==> src/rtl/bioz_siggen_seq_if.sv <==
// Host write stream, RAM port strobes and sample output of the BioZ
// waveform playback sequencer. The master modport is the sequencer side.
interface bioz_siggen_seq_if #(
    parameter int DATA_WIDTH = 8,
    parameter int ADDR_WIDTH = 8
) ();
    // Host stream: a word transfers in every cycle where host_wr_valid and
    // host_wr_ready are both high; valid may drop between words at any time.
    logic                  host_wr_valid;
    logic                  host_wr_ready;
    logic [DATA_WIDTH-1:0] host_wr_data;

    // Single-port RAM, all strobes registered by the sequencer
    logic                  ram_cs;
    logic                  ram_we;
    logic                  ram_oe;
    logic [ADDR_WIDTH-1:0] ram_addr;
    logic [DATA_WIDTH-1:0] ram_wdata;
    logic [DATA_WIDTH-1:0] ram_rdata;

    // Playback output
    logic [DATA_WIDTH-1:0] sample;
    logic                  sample_valid;

    modport master (
        input  host_wr_valid, host_wr_data, ram_rdata,
        output host_wr_ready, ram_cs, ram_we, ram_oe, ram_addr, ram_wdata,
        output sample, sample_valid
    );

    modport slave (
        output host_wr_valid, host_wr_data, ram_rdata,
        input  host_wr_ready, ram_cs, ram_we, ram_oe, ram_addr, ram_wdata,
        input  sample, sample_valid
    );
endinterface

==> src/rtl/bioz_siggen_seq.sv <==
// Playback sequencer for the BioZ waveform RAM: loads one waveform period
// from the host stream, then replays it through a phase accumulator (DDS)
// at a programmable sample rate. Owns every RAM strobe.
module bioz_siggen_seq #(
    parameter int DATA_WIDTH = 8,
    parameter int ADDR_WIDTH = 8,
    parameter int ACC_WIDTH  = 16,
    parameter int DIV_WIDTH  = 8
) (
    input  logic                 clk,
    input  logic                 rst_n,
    bioz_siggen_seq_if.master    bus,
    input  logic                 load_start,
    input  logic                 play_en,
    input  logic [ACC_WIDTH-1:0] fcw,
    input  logic [DIV_WIDTH-1:0] div,
    output logic                 load_done,
    output logic                 busy,
    output logic [1:0]           dbg_state
);
    typedef enum logic [1:0] {
        IDLE  = 2'd0,
        LOAD  = 2'd1,
        PLAY  = 2'd2,
        DRAIN = 2'd3
    } state_t;

    localparam logic [ADDR_WIDTH-1:0] ADDR_ONE = 1;
    localparam logic [DIV_WIDTH-1:0]  DIV_ONE  = 1;

    state_t state_q, state_d;

    logic [ADDR_WIDTH-1:0] ptr_q;
    logic [ACC_WIDTH-1:0]  phase_q;
    logic [ACC_WIDTH-1:0]  fcw_l_q;
    logic [DIV_WIDTH-1:0]  presc_q;
    logic [DIV_WIDTH-1:0]  div_l_q;
    logic                  load_done_q;
    logic                  reload_q;   // load_start seen since leaving PLAY
    logic                  rd_d1_q;    // ram_rdata valid this cycle
    logic                  ram_cs_q, ram_we_q, ram_oe_q;
    logic [ADDR_WIDTH-1:0] ram_addr_q;
    logic [DATA_WIDTH-1:0] ram_wdata_q;
    logic [DATA_WIDTH-1:0] sample_q;
    logic                  sample_valid_q;

    logic beat, last_beat, play_exit, tick, in_flight;

    assign beat      = (state_q == LOAD) && bus.host_wr_valid;
    assign last_beat = beat && (ptr_q == '1);
    assign play_exit = load_start || !play_en;
    // Leaving PLAY suppresses a tick falling in the same cycle
    assign tick      = (state_q == PLAY) && !play_exit && (presc_q == div_l_q);
    assign in_flight = ram_oe_q || rd_d1_q;

    // State register
    always_ff @(posedge clk or negedge rst_n) begin
        if (!rst_n) state_q <= IDLE;
        else        state_q <= state_d;
    end

    // Next-state logic
    always_comb begin
        state_d = state_q;
        case (state_q)
            IDLE: begin
                if (load_start)                  state_d = LOAD;
                else if (play_en && load_done_q) state_d = PLAY;
            end
            LOAD: begin
                if (last_beat) state_d = IDLE;
            end
            PLAY: begin
                if (play_exit) state_d = DRAIN;
            end
            DRAIN: begin
                // Wait out the read pipeline so its sample is not lost
                if (!in_flight) state_d = (reload_q || load_start) ? LOAD : IDLE;
            end
            default: state_d = IDLE;
        endcase
    end

    // Datapath: RAM strobes, write pointer, phase accumulator, prescaler, sample capture
    always_ff @(posedge clk or negedge rst_n) begin
        if (!rst_n) begin
            ptr_q          <= '0;
            phase_q        <= '0;
            fcw_l_q        <= '0;
            presc_q        <= '0;
            div_l_q        <= '0;
            load_done_q    <= 1'b0;
            reload_q       <= 1'b0;
            rd_d1_q        <= 1'b0;
            ram_cs_q       <= 1'b0;
            ram_we_q       <= 1'b0;
            ram_oe_q       <= 1'b0;
            ram_addr_q     <= '0;
            ram_wdata_q    <= '0;
            sample_q       <= '0;
            sample_valid_q <= 1'b0;
        end else begin
            ram_cs_q       <= 1'b0;
            ram_we_q       <= 1'b0;
            ram_oe_q       <= 1'b0;
            rd_d1_q        <= ram_cs_q && ram_oe_q;
            sample_valid_q <= rd_d1_q;
            if (rd_d1_q) sample_q <= bus.ram_rdata;

            if (beat) begin
                ram_cs_q    <= 1'b1;
                ram_we_q    <= 1'b1;
                ram_addr_q  <= ptr_q;
                ram_wdata_q <= bus.host_wr_data;
                ptr_q       <= ptr_q + ADDR_ONE;
                if (last_beat) load_done_q <= 1'b1;
            end

            if (tick) begin
                ram_cs_q   <= 1'b1;
                ram_oe_q   <= 1'b1;
                ram_addr_q <= phase_q[ACC_WIDTH-1 -: ADDR_WIDTH];
                phase_q    <= phase_q + fcw_l_q;
            end

            if ((state_q == PLAY) && !play_exit)
                presc_q <= (presc_q == div_l_q) ? '0 : presc_q + DIV_ONE;

            if ((state_q != LOAD) && (state_d == LOAD)) begin
                ptr_q       <= '0;
                load_done_q <= 1'b0;
            end

            if ((state_q == IDLE) && (state_d == PLAY)) begin
                phase_q <= '0;
                presc_q <= '0;
                fcw_l_q <= fcw;
                div_l_q <= div;
            end

            if (state_q == PLAY)       reload_q <= load_start;
            else if (state_q == DRAIN) reload_q <= reload_q || load_start;
            else                       reload_q <= 1'b0;
        end
    end

    assign bus.host_wr_ready = (state_q == LOAD);
    assign bus.ram_cs        = ram_cs_q;
    assign bus.ram_we        = ram_we_q;
    assign bus.ram_oe        = ram_oe_q;
    assign bus.ram_addr      = ram_addr_q;
    assign bus.ram_wdata     = ram_wdata_q;
    assign bus.sample        = sample_q;
    assign bus.sample_valid  = sample_valid_q;
    assign load_done         = load_done_q;
    assign busy              = (state_q != IDLE);
    assign dbg_state         = state_q;
endmodule

==> src/flat_wrapper.sv <==
// flat-port wrapper written by rule: the top's interface ports become plain ports
module bioz_siggen_seq_flat 
#(
    parameter int DATA_WIDTH = 8,
    parameter int ADDR_WIDTH = 8,
    parameter int ACC_WIDTH  = 16,
    parameter int DIV_WIDTH  = 8
)
  (clk, rst_n, load_start, play_en, fcw, div, load_done, busy, dbg_state, bus_host_wr_valid, bus_host_wr_data, bus_ram_rdata, bus_host_wr_ready, bus_ram_cs, bus_ram_we, bus_ram_oe, bus_ram_addr, bus_ram_wdata, bus_sample, bus_sample_valid);
  bioz_siggen_seq_if #(.DATA_WIDTH(DATA_WIDTH), .ADDR_WIDTH(ADDR_WIDTH)) bus_i ();
  input  logic clk;
  input  logic rst_n;
  input  logic load_start;
  input  logic play_en;
  input  logic [ACC_WIDTH-1:0] fcw;
  input  logic [DIV_WIDTH-1:0] div;
  output logic load_done;
  output logic busy;
  output logic [1:0] dbg_state;
  input wire logic [$bits(bus_i.host_wr_valid)-1:0] bus_host_wr_valid;
  input wire logic [$bits(bus_i.host_wr_data)-1:0] bus_host_wr_data;
  input wire logic [$bits(bus_i.ram_rdata)-1:0] bus_ram_rdata;
  output wire logic [$bits(bus_i.host_wr_ready)-1:0] bus_host_wr_ready;
  output wire logic [$bits(bus_i.ram_cs)-1:0] bus_ram_cs;
  output wire logic [$bits(bus_i.ram_we)-1:0] bus_ram_we;
  output wire logic [$bits(bus_i.ram_oe)-1:0] bus_ram_oe;
  output wire logic [$bits(bus_i.ram_addr)-1:0] bus_ram_addr;
  output wire logic [$bits(bus_i.ram_wdata)-1:0] bus_ram_wdata;
  output wire logic [$bits(bus_i.sample)-1:0] bus_sample;
  output wire logic [$bits(bus_i.sample_valid)-1:0] bus_sample_valid;
  assign bus_i.host_wr_valid = bus_host_wr_valid;
  assign bus_i.host_wr_data = bus_host_wr_data;
  assign bus_i.ram_rdata = bus_ram_rdata;
  assign bus_host_wr_ready = bus_i.host_wr_ready;
  assign bus_ram_cs = bus_i.ram_cs;
  assign bus_ram_we = bus_i.ram_we;
  assign bus_ram_oe = bus_i.ram_oe;
  assign bus_ram_addr = bus_i.ram_addr;
  assign bus_ram_wdata = bus_i.ram_wdata;
  assign bus_sample = bus_i.sample;
  assign bus_sample_valid = bus_i.sample_valid;
  bioz_siggen_seq #(.DATA_WIDTH(DATA_WIDTH), .ADDR_WIDTH(ADDR_WIDTH), .ACC_WIDTH(ACC_WIDTH), .DIV_WIDTH(DIV_WIDTH)) u_core (.clk(clk), .rst_n(rst_n), .bus(bus_i), .load_start(load_start), .play_en(play_en), .fcw(fcw), .div(div), .load_done(load_done), .busy(busy), .dbg_state(dbg_state));
endmodule
==> config.mk <==
export PLATFORM = sky130hd
export DESIGN_NAME = bioz_siggen_seq_flat
export DESIGN_NICKNAME = d
export VERILOG_FILES = /design/src/rtl/bioz_siggen_seq_if.sv /design/src/rtl/bioz_siggen_seq.sv /design/src/flat_wrapper.sv
export SDC_FILE = /design/constraint.sdc
export NUM_CORES = 1
export LEC_CHECK = 0
export CORE_MARGIN = 1
export CORE_UTILIZATION = 48
export DETAILED_ROUTE_END_ITERATION = 12
export PLACE_DENSITY = 0.77
export SLEW_MARGIN = 0
export SYNTH_ARGS = -nofsm -noshare
export SYNTH_HDL_FRONTEND = slang
export SYNTH_SLANG_ARGS = --single-unit
==> constraint.sdc <==
create_clock -name clk -period 2 [get_ports clk]
set_input_delay 0.2 -clock clk [delete_from_list [all_inputs] [get_ports clk]]
set_output_delay 0.2 -clock clk [all_outputs]
set_load 0.1 [all_outputs]
==> results.md <==
* Drt first pass iters at 8
* Post-Synth XOR/XNOR Area at 0.0514
* Power per Cell Area at 805 mW/mm²
* Die height at 98.0 µm
* Flops & latches, synth at 89
* Post-Synth Simple-Gate Area at 0.124
* Yosys warnings at 0
* R2R setup slack at -130 ps
* Area after DPL at 0.00552 mm²
* Core ar. at 0.00881 mm²
* Most frequent cells in the layout: 86 x dfrtp_1, 74 x buf_4, 43 x clkdlybuf4s50_1, 40 x mux2_2, 39 x nand2_1
* Slowest stage cell, crit path: dfrtp_1
* Post-route setup slack at -127 ps
* Ys flop type: dfrtp_1
* Fin area at roughly 0.0059 mm²
* Overflow after GRT at 0
* Core Rows at 34
* Largest family of logic cells by synthesized area: compound AO/OA/AOI/OAI gates
* Worst R2R Start: u_core.phase_q[0]$_DFFE_PN0P_
* Crit path arrival time at roughly 2400 ps
* Req. time, crit path at about 2300 ps
* Final Max Tran Viols at 0
* Via density at between 5 and 6
* Worst min path class: input pin to async pin
* Slew @ Worst Pin at 555 ps
* Tcrit/Tclk final at 1.06
* Post-DP HPWL at between 6000 and 7000 µm
* Multiplexer share of the synthesized area at 0.109
* Netlist cell types at 52
* Post-route ant nets at 0
* Initial antenna violation count at 0
* Endpoints failing setup at 6
* Share of async-settable or async-resettable flops after synthesis at 1.00
* Residual DRC at 9
* Critical Path Fanout Max at 2
* Crit. End Element: flop
* GRT Total Usage at 0.207
* Yosys top cell by area: dfrtp_1
* Clock skew at 9.47 ps
* # nets final at 573
* Mapped Area at 0.00443 mm²
* Register area share after synthesis at 0.503
* Detailed-route wire length at 9490 µm
* Worst flop-to-flop path endpoint: u_core.phase_q[8]$_DFFE_PN0P_
* Root Driver: clkbuf_8
* Global-route wire length before repair at 15900 µm
* Core occupancy in the finished layout at 0.673
* RSZ-0062 raised after global routing: yes
* Share of the synthesized area in the top cell type at 0.503
* Max IR drop VDD at 0.522 mV
* Area delta synth->final at 33.9%
* Fillers at 687
* DRT iter0 DRCs at 114
* Via count at 3375
* Clk sinks at 89
* CP startpoint kind: flop
* Mean post-synth cell area at 11.3 µm²
* Top post-synthesis cells by area: dfrtp_1 50%, mux2_2 10%, ha_1 4.8%
* PortBufs at 77
* Outcome: complete, but fails checks
* Routability cong. at 0.815
* I/O Pins at ~80
* Crit Path Class: flop to flop
* Cts bufs inserted at 9
* Total power at approximately 4.8 mW
* Leakage power at 2.95 nW
* Die width at 98.0 µm
* Cells after Synth at 391
* Worst path max stage delay at around 400 ps
* Number of global-route vias before repair at 3427
* H-tree Lvls at 3
* Crit path cell chain: ha_2 -> fa_2 -> a21o_1 -> a311o_1 -> a21oi_2 -> o21bai_1 -> xor2_1 -> a22o_1
* WL per Instance at approximately 15 µm
* Failing checks: design-rule violations, negative setup slack
* Post-synth EDFFs at 0
* Compound-Gate Fraction of Synth Area at 0.136
* Final Hold Vio Count at 0
* Commonest non-fill, non-tap cell in the layout: dfrtp_1
* Die area at 0.00961 mm²
* Initial Util at 0.503
* Share of cells above drive strength 1 at 0.328
* TritonCTS clock tree: yes
* Max Clock Freq at 0.470 GHz
* Bufs on Longest Clock Path at 2
* Worst skew pair latency at around 360 ps
* Slew Limit Headroom at 0.630
* Maximum Capacitance Violations at 0
* Adder-cell share of the synthesized area at 0.0526
* Largest net degree at the start of global routing at 42
* FF-to-FF path depth at 8
* Clk slew on worst S/H paths at 90 ps
* Syn Nets at 454
* Post-layout min period at 2130 ps
* Ant diodes at 0
==> worst max path at each step <==
stage                             startpoint                              to  depth (start not counted)
6_report       u_core.phase_q[0]$_DFFE_PN0P_   u_core.phase_q[8]$_DFFE_PN0P_                          8
3_3_place_gp   u_core.fcw_l_q[2]$_DFFE_PN0N_  u_core.phase_q[13]$_DFFE_PN0P_                          8
5_1_grt        u_core.fcw_l_q[2]$_DFFE_PN0N_  u_core.phase_q[13]$_DFFE_PN0P_                          9
4_1_cts        u_core.phase_q[0]$_DFFE_PN0P_   u_core.phase_q[8]$_DFFE_PN0P_                          8
2_1_floorplan  u_core.dbg_state[0]$_DFF_PN0_     u_core.ptr_q[7]$_DFFE_PN0P_                          8
3_5_place_dp   u_core.fcw_l_q[2]$_DFFE_PN0N_  u_core.phase_q[13]$_DFFE_PN0P_                          8
==> routing by layer <==
metal,GRT usage,part of all wire,up-vias
met5,0,0,-
met4,0.0956,0.020,0
met1,0.260,0.44,1644
met3,0.0329,0.038,17
li1,-,-,1636
met2,0.350,0.50,78
==> synth_stat cells, drive strengths merged (2+ instances only) <==
master and count:
dfrtp 89, mux2 40, nand2 39, o21ai 31
a21oi 21, xor2 20, ha 17, nor2 15
buf 11, a21o 10, a22o 9, nand3 9
and3 8, inv 8, nand2b 7, xnor2 6
nand4 5, or2 4, and2 3, mux2i 3
o22ai 3, clkbuf 2, nor2b 2, nor3 2
nor4 2, nor4b 2, o21bai 2, o31ai 2
or3 2
==> where the power goes <==
| group | switching, mW | total, mW | internal (mW) | leakage, nW |
|---|---|---|---|---|
| logic | 0.868 | 1.28 | 0.407 | 1.66 |
| registers | 0.146 | 2.11 | 1.96 | 1.19 |
| clock network | 0.677 | 1.39 | 0.715 | 0.106 |
| total | 1.69 | 4.78 | 3.08 | 2.95 |
==> sequential cells by signal, summed over array words and instances (netlist names) <==
| signal | count |
|---|---|
| u_core.bus.ram_cs | 1 |
| u_core.bus.ram_addr | 8 |
| u_core.bus.ram_wdata | 8 |
| u_core.fcw_l_q | 16 |
| u_core.ptr_q | 8 |
| u_core.bus.ram_oe | 1 |
| u_core.phase_q | 16 |
| u_core.bus.sample_valid | 1 |
| u_core.load_done | 1 |
| u_core.dbg_state | 2 |
| u_core.bus.ram_we | 1 |
| u_core.presc_q | 8 |
| u_core.rd_d1_q | 1 |
| u_core.bus.sample | 8 |
| u_core.reload_q | 1 |
| u_core.div_l_q | 8 |
==> critical path: cells and delay by family, from the launching register on <==
| kind | cells | cell delay [ps] |
|---|---|---|
| adders and majority gates | 2 | 530 |
| AOI/OAI and AO/OA | 5 | 930 |
| xor gates and xnor gates | 1 | 150 |
| DFF | 1 | 400 |
==> stage by stage <==
stage	cells	setup TNS [ps]	worst slack (ps)	hold WS [ps]
2_1_floorplan	391	-4900	-290	-95.6
3_3_place_gp	599	-413	-109	224
3_5_place_dp	599	-774	-184	230
4_1_cts	618	-445	-119	386
5_1_grt	623	-1160	-221	398
6_report	623	-491	-127	366
==> what timing repair did <==
| item | 4_1_cts | 5_1_grt |
|---|---|---|
| endpoints found under the setup margin | 7 | 20 |
| pin swaps | 9 | 13 |
| hold buffers | 1 | 0 |
| gates resized for setup | 3 | 22 |
| buffers inserted | 2 | 6 |
| endpoints found under the hold margin | 38 | 0 |
==> area by class of cell <==
class                      instances  area [µm²]  share of cell area
sequential                        89        2240               0.377
inverter                           9        35.0             0.00591
tap                              108         135              0.0228
multi-input combinational        280        2250               0.380
clock inverter                     7         101              0.0171
clock buffer                       9         124              0.0209
timing repair buffer             121        1050               0.177
==> cell families after synthesis <==
family                   Yosys count
AND/OR/NAND/NOR                  102
AO/OA/AOI/OAI                     91
buffers and inverters             22
flip-flops                        89
XOR/XNOR                          26
multiplexers                      43
adder cells (fa/ha/maj)           18
No activity file was read; power rests on OpenSTA's default activity.
